## config.mk

```make
export PLATFORM = sky130hd
export DESIGN_NAME = ps2_kbd_if
export DESIGN_NICKNAME = d
export VERILOG_FILES = /design/src/rtl/ps2_kbd_pkg.sv /design/src/rtl/ps2_fifo.sv /design/src/rtl/ps2_kbd_if.sv
export SDC_FILE = /design/constraint.sdc
export NUM_CORES = 1
export LEC_CHECK = 0
export BUFFER_PORTS_ARGS = -buffer_cell sky130_fd_sc_hd__buf_4
export CAP_MARGIN = 40
export CORE_MARGIN = 3
export CORE_UTILIZATION = 62
export CTS_CLUSTER_SIZE = 8
export DETAILED_ROUTE_END_ITERATION = 8
export PLACE_DENSITY = 0.85
export SLEW_MARGIN = 30
export SYNTH_ARGS = -nofsm -noshare
export SYNTH_HDL_FRONTEND = slang
export SYNTH_SLANG_ARGS = --single-unit
```

## constraint.sdc

```tcl
create_clock -name clk -period 5.75 [get_ports clk]
set_input_delay 0.575 -clock clk [delete_from_list [all_inputs] [get_ports clk]]
set_output_delay 0.575 -clock clk [all_outputs]
set_load 0.005 [all_outputs]
```

## src/rtl/ps2_kbd_pkg.sv

```systemverilog
// Shared constants for the PS/2 keyboard receiver: register map, STATUS layout, frame FSM states.
// No logic; imported by ps2_kbd_if.
// Odd-parity helper gives the parity bit a device sends for a data byte.
package ps2_kbd_pkg;

    localparam logic [1:0] ADDR_DATA   = 2'd0;
    localparam logic [1:0] ADDR_STATUS = 2'd1;
    localparam logic [1:0] ADDR_CTRL   = 2'd2;

    localparam int ST_NEMPTY   = 0;
    localparam int ST_FULL     = 1;
    localparam int ST_OVF      = 2;
    localparam int ST_ERR      = 3;
    localparam int ST_CNT_LSB  = 4;
    localparam int CTRL_EN     = 0;
    localparam int DATA_VLD_BIT = 8;

    typedef enum logic [1:0] {
        S_IDLE   = 2'd0,
        S_DATA   = 2'd1,
        S_PARITY = 2'd2,
        S_STOP   = 2'd3
    } frame_state_t;

    function automatic logic odd_par(input logic [7:0] b);
        return ~^b;
    endfunction

endpackage

```

## src/rtl/ps2_fifo.sv

```systemverilog
// Synchronous scan-code FIFO with occupancy count.
// Latency: push visible at head one cycle later; pop advances head on the same edge.
// Backpressure: push while full is dropped unless a pop happens on the same edge.
module ps2_fifo #(
    parameter int DEPTH = 8,
    parameter int W     = 8,
    localparam int AW   = $clog2(DEPTH),
    localparam int CW   = AW + 1
) (
    input  logic          clk,
    input  logic          rst,
    input  logic          push,
    input  logic          pop,
    input  logic [W-1:0]  din,
    output logic [W-1:0]  dout,
    output logic          full,
    output logic          empty,
    output logic [CW-1:0] count
);

    logic [W-1:0]  mem [DEPTH];
    logic [AW-1:0] wr_ptr;
    logic [AW-1:0] rd_ptr;
    logic          do_pop;
    logic          do_push;

    assign do_pop  = pop & ~empty;
    assign do_push = push & (~full | do_pop);

    always_ff @(posedge clk) begin
        if (!rst) begin
            wr_ptr <= '0;
            rd_ptr <= '0;
            count  <= '0;
        end else begin
            if (do_push) wr_ptr <= wr_ptr + AW'(1);
            if (do_pop)  rd_ptr <= rd_ptr + AW'(1);
            count <= count + CW'(do_push) - CW'(do_pop);
        end
    end

    always_ff @(posedge clk) begin
        if (do_push) mem[wr_ptr] <= din;
    end

    assign dout  = mem[rd_ptr];
    assign full  = (count == CW'(DEPTH));
    assign empty = (count == '0);

endmodule

```

## src/rtl/ps2_kbd_if.sv

```systemverilog
// PS/2 device-to-host receiver with scan-code FIFO behind a DATA/STATUS/CTRL register bus.
// Latency: ps2_clk fall to sample 2+FILT_LEN cycles; stop bit to NEMPTY 1 cycle; reads combinational.
// Backpressure: none on the PS/2 side; a full FIFO drops new codes and sets sticky OVF.
module ps2_kbd_if
    import ps2_kbd_pkg::*;
#(
    parameter int DATA_W      = 32,
    parameter int FILT_LEN    = 4,
    parameter int TIMEOUT_CYC = 100000,
    parameter int FIFO_DEPTH  = 8
) (
    input  logic              clk,
    input  logic              rst,
    input  logic              sel,
    input  logic              rw_rnw,
    input  logic [1:0]        rw_addr,
    input  logic [DATA_W-1:0] data_to_wr,
    output logic [DATA_W-1:0] data_to_rd,
    input  logic              ps2_clk,
    input  logic              ps2_data
);

    localparam int FW = $clog2(FILT_LEN + 1);
    localparam int TW = $clog2(TIMEOUT_CYC + 1);
    localparam int CW = $clog2(FIFO_DEPTH) + 1;

    logic          clk_s1, clk_s2, dat_s1, dat_s2;
    logic          clk_filt;
    logic [FW-1:0] filt_cnt;
    logic          fall;

    frame_state_t  state, state_nxt;
    logic [2:0]    bit_cnt;
    logic [7:0]    shreg;
    logic          par_ok;
    logic [TW-1:0] tmo_cnt;
    logic          timeout;
    logic          frame_ok, frame_err;

    logic          en, ovf, err;
    logic          fifo_pop, fifo_full, fifo_empty, ovf_set, w1c;
    logic [7:0]    fifo_head;
    logic [CW-1:0] fifo_count;
    logic          unused_wr;

    assign unused_wr = ^data_to_wr;

    // Filtered level flips on the FILT_LEN-th consecutive differing sample; that edge is the sample point.
    assign fall = clk_filt & ~clk_s2 & (filt_cnt == FW'(FILT_LEN - 1));

    always_ff @(posedge clk) begin
        if (!rst) begin
            clk_s1   <= 1'b1;
            clk_s2   <= 1'b1;
            dat_s1   <= 1'b1;
            dat_s2   <= 1'b1;
            clk_filt <= 1'b1;
            filt_cnt <= '0;
        end else begin
            clk_s1 <= ps2_clk;
            clk_s2 <= clk_s1;
            dat_s1 <= ps2_data;
            dat_s2 <= dat_s1;
            if (clk_s2 != clk_filt) begin
                if (filt_cnt == FW'(FILT_LEN - 1)) begin
                    clk_filt <= clk_s2;
                    filt_cnt <= '0;
                end else begin
                    filt_cnt <= filt_cnt + FW'(1);
                end
            end else begin
                filt_cnt <= '0;
            end
        end
    end

    assign timeout = (state != S_IDLE) && !fall && (tmo_cnt == TW'(TIMEOUT_CYC - 1));

    always_comb begin
        state_nxt = state;
        frame_ok  = 1'b0;
        frame_err = 1'b0;
        if (!en) begin
            state_nxt = S_IDLE;
        end else if (timeout) begin
            state_nxt = S_IDLE;
            frame_err = 1'b1;
        end else if (fall) begin
            case (state)
                S_IDLE:   if (!dat_s2) state_nxt = S_DATA;
                S_DATA:   if (bit_cnt == 3'd7) state_nxt = S_PARITY;
                S_PARITY: state_nxt = S_STOP;
                S_STOP: begin
                    state_nxt = S_IDLE;
                    if (dat_s2 && par_ok) frame_ok  = 1'b1;
                    else                  frame_err = 1'b1;
                end
                default:  state_nxt = S_IDLE;
            endcase
        end
    end

    always_ff @(posedge clk) begin
        if (!rst) begin
            state   <= S_IDLE;
            bit_cnt <= '0;
            shreg   <= '0;
            par_ok  <= 1'b0;
            tmo_cnt <= '0;
        end else begin
            state   <= state_nxt;
            tmo_cnt <= (state_nxt == S_IDLE || fall) ? '0 : tmo_cnt + TW'(1);
            if (fall) begin
                case (state)
                    S_IDLE: bit_cnt <= '0;
                    S_DATA: begin
                        shreg   <= {dat_s2, shreg[7:1]};
                        bit_cnt <= bit_cnt + 3'd1;
                    end
                    S_PARITY: par_ok <= (dat_s2 == odd_par(shreg));
                    default: ;
                endcase
            end
        end
    end

    assign fifo_pop = sel & rw_rnw & (rw_addr == ADDR_DATA);
    assign w1c      = sel & ~rw_rnw & (rw_addr == ADDR_STATUS);
    // A coincident pop frees the slot, so a push into a full FIFO only overflows without one.
    assign ovf_set  = frame_ok & fifo_full & ~fifo_pop;

    ps2_fifo #(.DEPTH(FIFO_DEPTH), .W(8)) u_fifo (
        .clk   (clk),
        .rst   (rst),
        .push  (frame_ok),
        .pop   (fifo_pop),
        .din   (shreg),
        .dout  (fifo_head),
        .full  (fifo_full),
        .empty (fifo_empty),
        .count (fifo_count)
    );

    always_ff @(posedge clk) begin
        if (!rst) begin
            en  <= 1'b1;
            ovf <= 1'b0;
            err <= 1'b0;
        end else begin
            ovf <= ovf_set   | (ovf & ~(w1c & data_to_wr[ST_OVF]));
            err <= frame_err | (err & ~(w1c & data_to_wr[ST_ERR]));
            if (sel && !rw_rnw && rw_addr == ADDR_CTRL) en <= data_to_wr[CTRL_EN];
        end
    end

    always_comb begin
        data_to_rd = '0;
        if (sel) begin
            case (rw_addr)
                ADDR_DATA: begin
                    if (!fifo_empty) begin
                        data_to_rd[DATA_VLD_BIT] = 1'b1;
                        data_to_rd[7:0]          = fifo_head;
                    end
                end
                ADDR_STATUS: begin
                    data_to_rd[ST_NEMPTY]          = ~fifo_empty;
                    data_to_rd[ST_FULL]            = fifo_full;
                    data_to_rd[ST_OVF]             = ovf;
                    data_to_rd[ST_ERR]             = err;
                    data_to_rd[ST_CNT_LSB +: CW]   = fifo_count;
                end
                ADDR_CTRL: data_to_rd[CTRL_EN] = en;
                default:   data_to_rd = '0;
            endcase
        end
    end

endmodule

```

==> flow_summary.rst <==
.. list-table::
   :header-rows: 1

   * - Metric
     - Value
   * - Clock-pin slew of the registers on the worst-case setup and hold paths
     - about 0.060 ns
   * - Max H-tree Level
     - 4
   * - Detailed-routed wire length on met3
     - 621 um
   * - Highest-delay cell along the critical path
     - dfxtp_2
   * - Placeable core region
     - about 8300 um^2
   * - Avg Synthesized Cell Area
     - 12.2 um^2
   * - GR Util All Layers
     - 23.7%
   * - Number of buffers between clock root and the deepest sink
     - 2
   * - M1 wire length
     - 4.09 mm
   * - RSZ-0062 raised after global routing
     - false
   * - Area overhead of the layout relative to synthesis
     - 14.9%
   * - Cell family contributing the most delay on the critical path
     - multiplexers
   * - Via count of the routed design
     - ~3500
   * - GP Congestion
     - 0.793
   * - Total die area
     - 9660 um^2
   * - Final hold viol count
     - 0
   * - Initial DRC count
     - 255
   * - Met2 Wirelength
     - 5.72 mm
   * - Vias per Instance
     - between 5 and 6
   * - Storage element area
     - 3020 um^2
   * - Share of the cycle needed by the critical path after routing
     - between 50% and 60%
   * - Total setup violations reported at the end of the flow
     - 0
   * - Leakage component of the power
     - 2.12 nW
   * - Synth Register Bits
     - 119
   * - Area of the mapped netlist
     - between 5000 and 6000 um^2
   * - Launching element type of the critical path
     - flip-flop
   * - Predominant post-synthesis flop cell
     - edfxtp_1
   * - Hold Buf Count CTS
     - 0
   * - Total of warnings raised by yosys
     - 0
   * - Clock period minus final worst setup slack
     - ~3.1 ns
   * - Total Negative Setup Slacks
     - 0 ns
   * - Power density of the placed cells
     - roughly 340 nW/um^2
   * - Share of synthesized area occupied by flip-flops and latches
     - 57.3%
   * - WL final
     - around 11 mm
   * - Footprint of the multi-input gates
     - 2040 um^2
   * - Distinct cell type count of the synthesized netlist
     - 55
   * - Initial DRT Pass Iterations
     - 7
   * - Number of DRC violations after detailed routing
     - 0
   * - Largest net degree at the start of global routing
     - 23
   * - Input/output buffers
     - 19
   * - Root Driver
     - clkbuf_8
   * - Class of the tightest hold or removal check
     - in2reg
   * - Run status
     - completed
   * - Insertion delay of the later-clocked pin in the worst-skew pair
     - just over 0.5 ns
   * - TritonCTS sink count
     - ~120
   * - Number of buffers added by the clock tree synthesis step
     - 17
   * - Fraction of layout cells with a size suffix above 1
     - 18.8%
   * - Maximum vdd ir drop
     - 222 uV
   * - Nets
     - about 520
   * - Layout Skew
     - approximately 0.0074 ns
   * - Number of standard cells in the layout, taps in and fillers out
     - about 580
   * - Count of flip-flops with a built-in enable after synthesis
     - 64
   * - Final Util
     - 73.5%
   * - Count of antenna diodes in the layout
     - 0
   * - Max_slew headroom
     - 46.9%
   * - FFs w/ async S/R, synth
     - 0%
   * - Required time reported for the critical path endpoint
     - 5.18 ns
   * - Least-Margin Pin Slew
     - 0.796 ns
   * - Die height
     - 98.3 um
   * - Total of cells resized after clock tree synthesis
     - 0
   * - Number of antenna-violating nets in the routed design
     - 0
   * - Aggregate global routing overflow
     - 0
   * - Cell count after synthesis
     - 433
   * - Post-CTS setup buffer count
     - 0
   * - Crit end category
     - output port
   * - Sum of net half-perimeters after detailed placement
     - 6.71 mm
   * - Initial antenna violation count
     - 0
   * - Category of the critical setup timing path
     - reg2out
   * - Post-detailed-route wirelength per cell
     - 18.6 um
   * - Fill cell instance count of the final layout
     - 494
   * - Worst path arrival time
     - 2.54 ns
   * - Worst-path maximum fanout
     - 16
   * - Die width
     - about 98 um
   * - Crit path largest cell delay
     - ~0.71 ns
   * - Number of top-level pins
     - 72
   * - Starting density of the core
     - 63.9%
   * - Final number of max-transition violations
     - 0
   * - Via count of the first global-routing pass
     - between 3000 and 4000
   * - CP bufs+invs
     - 1
   * - Wire length of the first global-routing pass
     - 17.5 mm
   * - Number of placed cells counting well taps
     - 550
   * - CTS tree
     - built
   * - Number of maximum-capacitance constraint violations
     - 0
   * - Cells traversed along the worst timing path
     - mux4_2, mux2_2, o21ai_0, a21boi_0, buf_4
   * - Uppermost layer routed
     - met4
   * - Number of rows created at floorplan
     - 33
   * - Max Fclk
     - approximately 0.32 GHz
   * - Worst hold slack after final layout
     - 0.239 ns
[cells in the mapped netlist (2+ instances only)]
library cell   n  share of area (%)
a211oi_1       2               0.28
inv_1         17                1.2
nor3_1         8               0.76
mux2_2         9                1.9
nand3_1        9               0.85
and3_1         2               0.24
xnor2_1       13                2.2
buf_4         24                3.4
nor4bb_1       2               0.38
ha_1          14                3.3
mux4_2        16                6.8
xor2_1         7                1.2
buf_2          2               0.19
o2bb2ai_1      2               0.33
a22oi_1        7                1.0
o211ai_1       3               0.43
or3_1          8               0.95
nor4_1         4               0.47
mux2i_1        2               0.38
nand4_1        5               0.59
clkbuf_1       9               0.64
o21ai_0       11                1.0
nand3b_1       2               0.28
and2_1         4               0.47
a21oi_1       22                2.1
a21boi_0       2               0.28
dfxtp_1       55                 21
nand2_1       33                2.3
or4_4          2               0.43
edfxtp_1      64                 36
nand2b_1       9                1.1
nor2_1        41                2.9
[worst reg2reg max path, stage by stage (launching register included)]
cell,delay (ns)
dfxtp_1,0.37
inv_1,0.11
ha_1,0.30
a21oi_1,0.53
ha_1,0.36
inv_1,0.08
ha_1,0.19
inv_1,0.07
fa_1,0.37
xor2_1,0.14
nor2_1,0.05
[report_power, final]
group | leakage (nW) | switching, mW | total, mW | internal (mW)
clock | 0.293 | 0.367 | 1.07 | 0.703
combinational | 0.793 | 0.0438 | 0.0759 | 0.0321
sequential | 1.04 | 0.00672 | 0.899 | 0.892
[final timing paths]
kind,to,from,depth (start not counted),slack [ns]
setup / recovery,data_to_rd[0],flip-flop,5,2.63
hold / removal,dat_s1,ps2_data,2,0.24
setup reg to reg,u_fifo.count[2],u_fifo.count[2],10,3.05
hold reg to reg,dat_s2,dat_s1,1,0.41
[final cells by class]
cell class,instances,share of cell area (%)
tap,105,2.17
multi-input combinational,283,33.6
inverter,17,1.05
clock buffer,20,7.01
clock inverter,12,2.93
timing repair buffer,28,3.42
sequential,119,49.8
[layer usage]
layer | track usage (%) | vias up
met2 | 40.4 | 148
met1 | 27.9 | 1696
li1 | - | 1596
met3 | 4.57 | 39
met4 | 13.4 | 0
met5 | 0 | -
[flip-flops by register name (all words and copies together), names as in the netlist, named ones only]
signal / count
u_fifo.wr_ptr: 3
u_fifo.rd_ptr: 3
dat_s1: 1
state: 2
dat_s2: 1
clk_s1: 1
filt_cnt: 3
en: 1
tmo_cnt: 17
bit_cnt: 3
ovf: 1
clk_filt: 1
shreg: 8
par_ok: 1
u_fifo.mem: 64
err: 1
u_fifo.count: 4
clk_s2: 1
[through the flow]
stage,setup slack (ns),instance area [um^2],power [mW]
floorplan,3.30,5360,0.974
global placement,2.81,5440,0.981
detailed placement,2.90,5450,0.984
CTS,2.60,6050,2.05
global route,2.50,6070,2.09
finish,2.63,6070,2.05
[logic make-up (layout without fill, tap and decap cells)]
family	count (synthesis)	after routing	share of synthesized area [%]
AND/OR/NAND/NOR	142	142	14.0
adder cells (fa/ha/maj)	15	15	3.70
multiplexers	27	27	9.12
other	1	23	0.0710
flip-flops	119	119	57.3
buffers and inverters	53	77	5.73
AO/OA/AOI/OAI	55	55	6.40
XOR/XNOR	21	21	3.74
[cell usage in the layout, fill, tap and decap left out, types with 3 or more instances in the layout]
cell,count
dfxtp_1,54
clkbuf_16,16
or3_1,8
nand2b_1,9
o211ai_1,3
nor3_1,8
edfxtp_1,64
and2_1,4
clkbuf_1,3
ha_1,14
a21oi_1,22
clkinv_2,3
buf_4,27
nand4_1,5
nand2_1,33
a22oi_1,7
inv_1,17
nor2_1,41
mux2_2,9
nor4_1,4
mux4_2,16
o21ai_0,11
xnor2_1,13
conb_1,23
nand3_1,9
bufinv_16,4
xor2_1,7
clkinv_4,4
No activity file was read; power rests on OpenSTA's default activity.
